### config.mk
export PLATFORM = sky130hd
export DESIGN_NAME = matrix_frame_scheduler_flat
export DESIGN_NICKNAME = d
export VERILOG_FILES = /design/src/rtl/matrix_frame_scheduler_pkg.sv /design/src/rtl/matrix_frame_scheduler_if.sv /design/src/rtl/matrix_frame_scheduler_bank.sv /design/src/rtl/matrix_frame_scheduler.sv /design/src/flat_wrapper.sv
export SDC_FILE = /design/constraint.sdc
export NUM_CORES = 1
export LEC_CHECK = 0
export CAP_MARGIN = 5
export CORE_ASPECT_RATIO = 0.75
export CORE_UTILIZATION = 30
export CTS_BUF_LIST = sky130_fd_sc_hd__clkbuf_4 sky130_fd_sc_hd__clkbuf_8
export CTS_CLUSTER_DIAMETER = 100
export DETAILED_ROUTE_END_ITERATION = 10
export MAX_ROUTING_LAYER = met4
export PLACE_DENSITY_LB_ADDON = 0.05
export RECOVER_POWER = 100
export SYNTH_ARGS = -nofsm -noshare
export SYNTH_HDL_FRONTEND = slang
export SYNTH_SLANG_ARGS = --single-unit
### constraint.sdc
create_clock -name clk -period 2.5 [get_ports clk]
set_clock_uncertainty 0.1 [all_clocks]
set_input_delay 0.5 -clock clk [delete_from_list [all_inputs] [get_ports clk]]
set_output_delay 0.5 -clock clk [all_outputs]
set_load 0.01 [all_outputs]
### src/rtl/matrix_frame_scheduler_pkg.sv
// Shared matrix geometry, idle output levels and scan-state encoding for the
// LED matrix frame scheduler.
package matrix_frame_scheduler_pkg;

    localparam int MATRIX_ROWS = 8;
    localparam int MATRIX_COLS = 16;
    localparam int ROW_W       = $clog2(MATRIX_ROWS);

    localparam logic [MATRIX_ROWS-1:0] ROW_OFF = 8'hFF;
    localparam logic [MATRIX_COLS-1:0] COL_OFF = 16'hFFFF;

    typedef enum logic {
        ST_BLANK = 1'b0,
        ST_SHOW  = 1'b1
    } scan_state_e;

    // Active-low one-hot row select.
    function automatic logic [MATRIX_ROWS-1:0] row_select(input logic [ROW_W-1:0] row);
        return ~(MATRIX_ROWS'(1) << row);
    endfunction

endpackage

### src/rtl/matrix_frame_scheduler_if.sv
// Bundle of the game-logic write/swap handshake and the matrix pin drive.
interface matrix_frame_scheduler_if;
    import matrix_frame_scheduler_pkg::*;

    logic                   wr_en;
    logic [ROW_W-1:0]       wr_row;
    logic [MATRIX_COLS-1:0] wr_data;
    logic                   swap_req;
    logic                   swap_ack;
    logic                   frame_start;
    logic [MATRIX_ROWS-1:0] MATRIX_ROW;
    logic [MATRIX_COLS-1:0] MATRIX_COL;

    modport master (
        output wr_en, wr_row, wr_data, swap_req,
        input  swap_ack, frame_start, MATRIX_ROW, MATRIX_COL
    );

    modport slave (
        input  wr_en, wr_row, wr_data, swap_req,
        output swap_ack, frame_start, MATRIX_ROW, MATRIX_COL
    );

endinterface

### src/rtl/matrix_frame_scheduler_bank.sv
// Two 8x16 pixel banks with a front-select bit: writes land in the back bank,
// the scan reads the front bank combinationally.
module matrix_frame_scheduler_bank
    import matrix_frame_scheduler_pkg::*;
(
    input  logic                   clk,
    input  logic                   rst_n,
    input  logic                   i_wr_en,
    input  logic [ROW_W-1:0]       i_wr_row,
    input  logic [MATRIX_COLS-1:0] i_wr_data,
    input  logic                   i_swap,
    input  logic [ROW_W-1:0]       i_rd_row,
    output logic [MATRIX_COLS-1:0] o_rd_data
);

    logic [MATRIX_COLS-1:0] r_bank_a [MATRIX_ROWS];
    logic [MATRIX_COLS-1:0] r_bank_b [MATRIX_ROWS];
    logic                   r_front_sel;

    // A write coinciding with a swap uses the old select, so it lands in the new front.
    always_ff @(posedge clk or negedge rst_n) begin
        if (!rst_n) begin
            for (int i = 0; i < MATRIX_ROWS; i++) begin
                r_bank_a[i] <= '0;
                r_bank_b[i] <= '0;
            end
            r_front_sel <= 1'b0;
        end else begin
            if (i_wr_en) begin
                if (r_front_sel) r_bank_a[i_wr_row] <= i_wr_data;
                else             r_bank_b[i_wr_row] <= i_wr_data;
            end
            if (i_swap) r_front_sel <= ~r_front_sel;
        end
    end

    assign o_rd_data = r_front_sel ? r_bank_b[i_rd_row] : r_bank_a[i_rd_row];

endmodule

### src/rtl/matrix_frame_scheduler.sv
// Row-scan controller for the 8x16 LED matrix: blank/show phases per row,
// double-buffered frame store swapped only at the frame boundary.
module matrix_frame_scheduler
    import matrix_frame_scheduler_pkg::*;
#(
    parameter int CLK_DIV      = 1024,
    parameter int BLANK_CYCLES = 16
)
(
    input  logic                    clk,
    input  logic                    rst_n,
    matrix_frame_scheduler_if.slave bus
);

    localparam int CNT_MAX = (CLK_DIV > BLANK_CYCLES) ? CLK_DIV : BLANK_CYCLES;
    localparam int CNT_W   = $clog2(CNT_MAX + 1);

    localparam logic [CNT_W-1:0] BLANK_LAST = CNT_W'(BLANK_CYCLES - 1);
    localparam logic [CNT_W-1:0] SHOW_LAST  = CNT_W'(CLK_DIV - 1);
    localparam logic [CNT_W-1:0] SHOW_PRE   = CNT_W'(CLK_DIV - 2);
    localparam logic [ROW_W-1:0] LAST_ROW   = ROW_W'(MATRIX_ROWS - 1);

    scan_state_e            r_state, w_state_nxt;
    logic [CNT_W-1:0]       r_cnt, w_cnt_nxt;
    logic [ROW_W-1:0]       r_row, w_row_nxt;
    logic [MATRIX_ROWS-1:0] r_row_out, w_row_out_nxt;
    logic [MATRIX_COLS-1:0] r_col_out, w_col_out_nxt;
    logic                   r_swap_ack, w_swap_ack_nxt;
    logic                   r_frame_start, w_frame_start_nxt;
    logic                   r_pending, w_pending_nxt;
    logic                   w_swap;
    logic [MATRIX_COLS-1:0] w_front_row;

    matrix_frame_scheduler_bank u_bank (
        .clk       (clk),
        .rst_n     (rst_n),
        .i_wr_en   (bus.wr_en),
        .i_wr_row  (bus.wr_row),
        .i_wr_data (bus.wr_data),
        .i_swap    (w_swap),
        .i_rd_row  (r_row),
        .o_rd_data (w_front_row)
    );

    always_ff @(posedge clk or negedge rst_n) begin
        if (!rst_n) begin
            r_state       <= ST_BLANK;
            r_cnt         <= '0;
            r_row         <= '0;
            r_row_out     <= ROW_OFF;
            r_col_out     <= COL_OFF;
            r_swap_ack    <= 1'b0;
            r_frame_start <= 1'b0;
            r_pending     <= 1'b0;
        end else begin
            r_state       <= w_state_nxt;
            r_cnt         <= w_cnt_nxt;
            r_row         <= w_row_nxt;
            r_row_out     <= w_row_out_nxt;
            r_col_out     <= w_col_out_nxt;
            r_swap_ack    <= w_swap_ack_nxt;
            r_frame_start <= w_frame_start_nxt;
            r_pending     <= w_pending_nxt;
        end
    end

    // The ack/frame_start pulses are registered one cycle ahead so they are
    // high during the final SHOW cycle of row 7, whose closing edge flips the banks.
    always_comb begin
        w_state_nxt       = r_state;
        w_cnt_nxt         = r_cnt + 1'b1;
        w_row_nxt         = r_row;
        w_row_out_nxt     = r_row_out;
        w_col_out_nxt     = r_col_out;
        w_swap_ack_nxt    = 1'b0;
        w_frame_start_nxt = 1'b0;
        w_swap            = 1'b0;
        w_pending_nxt     = r_swap_ack ? 1'b0 : (r_pending | bus.swap_req);

        case (r_state)
            ST_BLANK: begin
                if (r_cnt == BLANK_LAST) begin
                    w_state_nxt   = ST_SHOW;
                    w_cnt_nxt     = '0;
                    w_row_out_nxt = row_select(r_row);
                    w_col_out_nxt = ~w_front_row;
                end
            end
            ST_SHOW: begin
                if (r_row == LAST_ROW && r_cnt == SHOW_PRE) begin
                    w_swap_ack_nxt    = r_pending | bus.swap_req;
                    w_frame_start_nxt = 1'b1;
                end
                if (r_cnt == SHOW_LAST) begin
                    w_state_nxt   = ST_BLANK;
                    w_cnt_nxt     = '0;
                    w_row_nxt     = r_row + 1'b1;
                    w_row_out_nxt = ROW_OFF;
                    w_col_out_nxt = COL_OFF;
                    w_swap        = r_swap_ack;
                end
            end
            default: begin
                w_state_nxt = ST_BLANK;
                w_cnt_nxt   = '0;
            end
        endcase
    end

    assign bus.MATRIX_ROW  = r_row_out;
    assign bus.MATRIX_COL  = r_col_out;
    assign bus.swap_ack    = r_swap_ack;
    assign bus.frame_start = r_frame_start;

endmodule

### src/flat_wrapper.sv
// flat-port wrapper written by rule: the top's interface ports become plain ports
module matrix_frame_scheduler_flat import matrix_frame_scheduler_pkg::*;
#(
    parameter int CLK_DIV      = 1024,
    parameter int BLANK_CYCLES = 16
)
  (clk, rst_n, bus_wr_en, bus_wr_row, bus_wr_data, bus_swap_req, bus_swap_ack, bus_frame_start, bus_MATRIX_ROW, bus_MATRIX_COL);
  matrix_frame_scheduler_if bus_i ();
  input  logic clk;
  input  logic rst_n;
  input wire logic [$bits(bus_i.wr_en)-1:0] bus_wr_en;
  input wire logic [$bits(bus_i.wr_row)-1:0] bus_wr_row;
  input wire logic [$bits(bus_i.wr_data)-1:0] bus_wr_data;
  input wire logic [$bits(bus_i.swap_req)-1:0] bus_swap_req;
  output wire logic [$bits(bus_i.swap_ack)-1:0] bus_swap_ack;
  output wire logic [$bits(bus_i.frame_start)-1:0] bus_frame_start;
  output wire logic [$bits(bus_i.MATRIX_ROW)-1:0] bus_MATRIX_ROW;
  output wire logic [$bits(bus_i.MATRIX_COL)-1:0] bus_MATRIX_COL;
  assign bus_i.wr_en = bus_wr_en;
  assign bus_i.wr_row = bus_wr_row;
  assign bus_i.wr_data = bus_wr_data;
  assign bus_i.swap_req = bus_swap_req;
  assign bus_swap_ack = bus_i.swap_ack;
  assign bus_frame_start = bus_i.frame_start;
  assign bus_MATRIX_ROW = bus_i.MATRIX_ROW;
  assign bus_MATRIX_COL = bus_i.MATRIX_COL;
  matrix_frame_scheduler #(.CLK_DIV(CLK_DIV), .BLANK_CYCLES(BLANK_CYCLES)) u_core (.clk(clk), .rst_n(rst_n), .bus(bus_i));
endmodule
; ---- Word-level counts from Yosys, hierarchy flattened
; Cells that the tools add are included.
[totals]
regBits = 299
inputBits = 23
out_inout_bits = 26
word_cells = 80
[classes]
n_addsub = 2
n_lt_le_gt_ge = 3
n_eq_ne = 6
shifts = 1
mux = 30
bitwise_logic = 7
reduce_logical = 6
[op_table]
columns = cell, n
row1 = $bwmux 128, 2
row2 = $mux 16, 8
row3 = $bmux 16 s3, 2
row4 = $demux 16 s3, 1
row5 = $pmux 16 s2, 1
row6 = $eq 11x10->1 const B, 2
row7 = $mux 11, 2
row8 = $pmux 11 s2, 1
row9 = $mux 8, 2
row10 = $not 16->16, 1
row11 = $pmux 8 s2, 1
row12 = $add 11x1->11 const B, 1
row13 = $eq 11x4->1 const B, 1
row14 = $mux 1, 9
row15 = $ge 4x4->1 const B, 2
row16 = $not 3->4, 2
row17 = $not 8->8, 1
row18 = $reduce_and 2->1, 4
row19 = $shl 1x3->8 const A, 1
row20 = $lt 4x1->1 const B, 1
row21 = $add 3x1->3 const B, 1
row22 = $eq 3x3->1 const B, 1
row23 = $logic_and 1x1->1, 2
row24 = $ne 2x1->1 const B, 1
row25 = 4 further kinds, 5

; ---- Depth between registers and ports, before layout
; Gate-level depths: netlist (run 1).
[logic_depth]
ltp_word = 8
ltp_mapped = 7
mapped_depth_nobuf = 5

; ---- By module
; A second synthesis (run 1) with hierarchy kept.
[hier_totals]
cells_unflattened = 911
area_unflattened_um2 = 13772.0
[modules_own_cells]
columns = module, n_inst, cells_each, area_each_um2, seq_area_each_um2
row1 = matrix_frame_scheduler_bank, 1, 770, 11772.5, 6431.2
row2 = matrix_frame_scheduler, 1, 141, 1999.4, 1081.0

; ---- Least setup slack after synthesis (run 1)
; Ideal clock, no wire load.
[synth_path]
path_type = register to register
start = register u_core.r_state
end = register u_core.r_row_out[6] (netlist: u_core.bus.MATRIX_ROW[6])
setup_ns = 0.085
arrival_ns = 1.726
required_time_ns = 2.315
slack_ns = 0.589
path_stages_with_launch = 6
n_path_buf = 1
synth_period_minus_slack_ns = 1.911
cell_sequence = dfrtp_1 nor4_2 nand2_4 a21oi_2 buf_4 mux2_1
[synth_via]
elab_chain_cells = 3
elab_cells_between_ends = 5
classes_between = eq/ne (2) / mux (1) / bitwise (1) / reduce/logical (1)
[synth_lines]
columns = element, line_no
row1 = from (decl), matrix_frame_scheduler.sv:23  ; scan_state_e r_state, w_state_nxt;
row2 = from (signal assigned), matrix_frame_scheduler.sv:56  ; r_state <= w_state_nxt;
row3 = $not 1->1, matrix_frame_scheduler.sv:80  ; case (r_state)
row4 = $ne 2x1->1 (no line), -
row5 = $reduce_and 2->1 (no line), -
row6 = to (signal assigned), matrix_frame_scheduler.sv:59  ; r_row_out <= w_row_out_nxt;
row7 = to (decl), matrix_frame_scheduler.sv:26  ; logic [MATRIX_ROWS-1:0] r_row_out, w_row_out_nxt;
; Several ways; a longest one is shown, not always the timed one.
; A chain may end at the register's enable or synchronous reset.

; ---- Worst setup path after layout (run 1)
[layout_path]
start = register u_core.r_col_out[7] (netlist: u_core.bus.MATRIX_COL[7])
end = output bus_MATRIX_COL[7]
[layout_lines]
columns = element, line_no
row1 = from (decl), matrix_frame_scheduler.sv:27  ; logic [MATRIX_COLS-1:0] r_col_out, w_col_out_nxt;
row2 = from (signal assigned), matrix_frame_scheduler.sv:60  ; r_col_out <= w_col_out_nxt;
row3 = to (decl), flat_wrapper.sv:18  ; output wire logic [$bits(bus_i.MATRIX_COL)-1:0] bus_MATRIX_COL;
; No word-level cell between the ends.

==> results of run 1 <==
layout by cell type (no fill, tap or decap), types with 3 or more instances in the layout:
cell type | netlist | routed
sky130_fd_sc_hd__clkbuf_1 | 34 | 11
sky130_fd_sc_hd__xnor2_1 | 7 | 7
sky130_fd_sc_hd__nand2_1 | 107 | 107
sky130_fd_sc_hd__nor2_2 | 3 | 6
sky130_fd_sc_hd__a21oi_1 | 2 | 3
sky130_fd_sc_hd__nand2b_1 | 5 | 5
sky130_fd_sc_hd__clkbuf_2 | 0 | 20
sky130_fd_sc_hd__dfstp_2 | 24 | 24
sky130_fd_sc_hd__mux2_1 | 12 | 12
sky130_fd_sc_hd__clkbuf_4 | 0 | 33
sky130_fd_sc_hd__mux4_2 | 64 | 64
sky130_fd_sc_hd__ha_1 | 8 | 8
sky130_fd_sc_hd__nand3_1 | 4 | 5
sky130_fd_sc_hd__nor2_1 | 20 | 17
sky130_fd_sc_hd__dlygate4sd3_1 | 0 | 20
sky130_fd_sc_hd__nor3_1 | 4 | 4
sky130_fd_sc_hd__buf_12 | 0 | 7
sky130_fd_sc_hd__clkdlybuf4s50_1 | 0 | 28
sky130_fd_sc_hd__dfrtp_1 | 275 | 272
sky130_fd_sc_hd__a222oi_1 | 16 | 16
sky130_fd_sc_hd__nand3b_1 | 6 | 6
sky130_fd_sc_hd__xor2_1 | 3 | 3
sky130_fd_sc_hd__mux2_2 | 251 | 251
sky130_fd_sc_hd__inv_1 | 19 | 19
sky130_fd_sc_hd__buf_4 | 5 | 10
sky130_fd_sc_hd__clkbuf_8 | 0 | 61
cell type report:
class / count / area share
timing repair buffer: 98 / 0.0545
sequential: 299 / 0.474
inverter: 20 / 0.00474
clock buffer: 94 / 0.0686
tap: 578 / 0.0456
multi-input combinational: 536 / 0.351
antenna: 1 / 0.000158
clock inverter: 2 / 0.000631
layer usage:
| layer | up-vias | GRT usage | wire, µm |
|---|---|---|---|
| li1 | 3528 | - | - |
| met1 | 4159 | 0.247 | 18100 |
| met2 | 96 | 0.253 | 16400 |
| met3 | 50 | 0.0297 | 1200 |
| met4 | 0 | 0.0427 | 580 |
| met5 | - | - | 0 |
logic make-up after synthesis:
logic type	after synthesis	share of synthesized area
adders and majority gates	8	0.00743
buffers and inverters	85	0.0280
DFF	299	0.558
AOI/OAI and AO/OA	25	0.0171
muxes	327	0.327
and+or+nand+nor	166	0.0565
xor gates and xnor gates	10	0.00650
power groups by stage:
stage / Combinational, mW / Sequential (mW) / Clock (mW)
floorplan: 0.672 / 5.52 / 0
global placement: 0.976 / 5.60 / 0
detailed placement: 0.996 / 5.60 / 0
CTS: 0.999 / 5.52 / 4.92
global route: 1.04 / 5.58 / 5.15
finish: 0.935 / 5.52 / 4.73
state kept, by name (all words and copies together) (netlist names):
register,count
u_core.r_state,1
u_core.bus.frame_start,1
u_core.r_cnt,11
u_core.u_bank.r_bank_b,128
u_core.r_pending,1
u_core.bus.swap_ack,1
u_core.u_bank.r_bank_a,128
u_core.u_bank.r_front_sel,1
u_core.r_row,3
u_core.bus.MATRIX_ROW,8
u_core.bus.MATRIX_COL,16
through the flow:
stage	std cells	cell area (µm²)	hold WS [ns]
after detailed placement	1530	15100	0.361
after global placement	1530	15100	0.353
after floorplan	920	13500	0.104
final	1628	15900	0.311
after global routing	1628	15900	0.308
after CTS	1627	16200	0.322
worst paths after layout:
check | start | end | slack, ns | cells after the start
worst min-delay path | rst_n | u_core.r_cnt[3] | 0.31 | 2
max in group asynchronous | rst_n | u_core.u_bank.r_bank_a[15] | 0.48 | 3
worst max-delay path | u_core.bus.MATRIX_COL[7] | bus_MATRIX_COL[7] | 0.12 | 1
min in group clk | u_core.bus.swap_ack | u_core.r_pending | 0.35 | 1
worst max register to register | u_core.u_bank.r_front_sel | u_core.u_bank.r_bank_a[88] | 0.23 | 4
worst min register to register | u_core.bus.swap_ack | u_core.r_pending | 0.35 | 1
repair_timing:
item / 4_1_cts / 5_1_grt
gates resized for setup: 0 / 0
hold endpoints to repair: 45 / 0
hold buffers: 1 / 0
==> implementation parameters, run 1 <==
Parameter                              Value

Critical path
  Critical path cell sequence    dlygate4sd3_1
  CP max FO    2
  Number of buffer and inverter stages on the critical path    1
  Worst setup path category    flip-flop to output port
  Max stage delay on crit path    0.64 ns
  WP data arrival    1.78 ns
  Gate family responsible for the most delay along the worst path    buffers and inverters
  Data required time at the worst endpoint    1.90 ns
  Critical path launch point type    flip-flop
  Endpoint class of the critical path    output port
  Standard cell with the maximum stage delay on the critical path    sky130_fd_sc_hd__dlygate4sd3_1

Yosys
  Share of async-settable or async-resettable flops after synthesis    1.00
  Top flip-flop cell by instance count after synthesis    sky130_fd_sc_hd__dfrtp_1
  Cell with the most instances after synthesis    sky130_fd_sc_hd__dfrtp_1
  Ranking of synthesized cells by instance count    275 x sky130_fd_sc_hd__dfrtp_1, 251 x sky130_fd_sc_hd__mux2_2, 107 x sky130_fd_sc_hd__nand2_1
  Number of synthesized register bits    299
  Area leader, netlist    sky130_fd_sc_hd__dfrtp_1
  Area share of the largest cell type after synthesis    0.511
  Portion of the post-synthesis area used by sequential elements    0.558
  Top cells by area in the synthesized netlist    sky130_fd_sc_hd__dfrtp_1 51%, sky130_fd_sc_hd__mux2_2 21%, sky130_fd_sc_hd__mux4_2 11%
  Net count after synthesis    951
  Netlist Area Pre-Place    0.0135 mm²
  Library cells used by synthesis    41
  Synthesized instance count    920
  Number of flops mapped to enable cells by yosys    0
  Ys Warns    0
  Syn Area/Cell    14.6 µm²

Die
  IO Pins    49
  Row Count    66
  Area of the core    0.0438 mm²
  Total Die Area    0.0458 mm²
  Die H    186 µm
  Initial cell density of the core    0.307
  Die boundary width    247 µm

GRT
  Maximum number of pins on one net before global-route repair    57
  Global-route wire length before repair    56400 µm
  Remaining Overflow, GRT    0
  Vias in the first global route    8468
  Number of antenna violations at the first check in global routing    1
  GRT Util Overall    0.173

Timing
  Hold Violations, Final    0
  Period Utilization, post-route    0.951
  Worst Slack Setup Final    0.123 ns
  Pin slew with the least headroom to its limit    1.21 ns
  Headroom to the max-slew limit    0.194
  Final setup violating endpoints    0
  Final critical delay including setup and external delays    2.38 ns
  Final sum of negative setup slack    0 ns
  Final slew viol count    0
  Setup repair after global routing missed its margin    no
  Highest Clock Rate    421 MHz

Pwr
  Total power density per cell area    706 mW/mm²
  Leakage power total    7.09 nW
  Design Power    11.2 mW
  Switching pwr    2.64 mW
  Clock Power Share    0.423
  Peak ir drop on the vdd network    0.302 mV
  Share of total power consumed by net switching    0.236
  Reg power frac    0.494
  Internal power summed over all cells    8.55 mW
  Share of power burned in combinational logic    0.084

CTS
  Clock-pin slew on the worst setup and hold paths    0.06 ns
  Setup Buffers After CTS    0
  Root Driver    sky130_fd_sc_hd__clkbuf_8
  Clock tree from TritonCTS    yes
  Source-to-sink clock delay at the later pin of the worst-skew pair    0.59 ns
  Number of buffers on the longest clock path    3
  Sink count of the clock tree    299
  Number of H-tree levels    2
  Number of buffers created by CTS    52

Route
  WL/cell    22.3 µm
  Number of vias per cell after detailed routing    4.81
  Post-route antenna net violation count    0
  Count of unresolved DRC violations after routing    0
  DRT Wirelength    36300 µm
  Iteration-0 DRC Markers    475
  First-pass detailed-route iteration total    7
  Vias after detailed routing    7833

Layout
  Multi-input gate area in the final layout    0.00557 mm²
  FF/Latch Area    0.00752 mm²
  Post-layout util    0.362
  Filler Cell Count    4266
  Fraction of layout instances using a drive strength above 1    0.466
  Final net count    1038
  Area delta synth->final    17.7%

Job
  Number of maximum-capacitance constraint violations    0

Placement
  HPWL after detailed placement    22300 µm
  Placement Setup Slack    0.159 ns
  Port Buffer Count    48
  GP Congestion    0.686

Status
  Run status    completed

Hold path
  Hold crit path type    primary input to asynchronous set/reset pin
Note: power is estimated with default switching activity, not from simulation.
==> run 2: changes to the inputs <==
CTS_CLUSTER_DIAMETER = 200   (was 100)
==> results of run 2 <==
The final DEF is identical to that of run 1; final timing and power are the same.
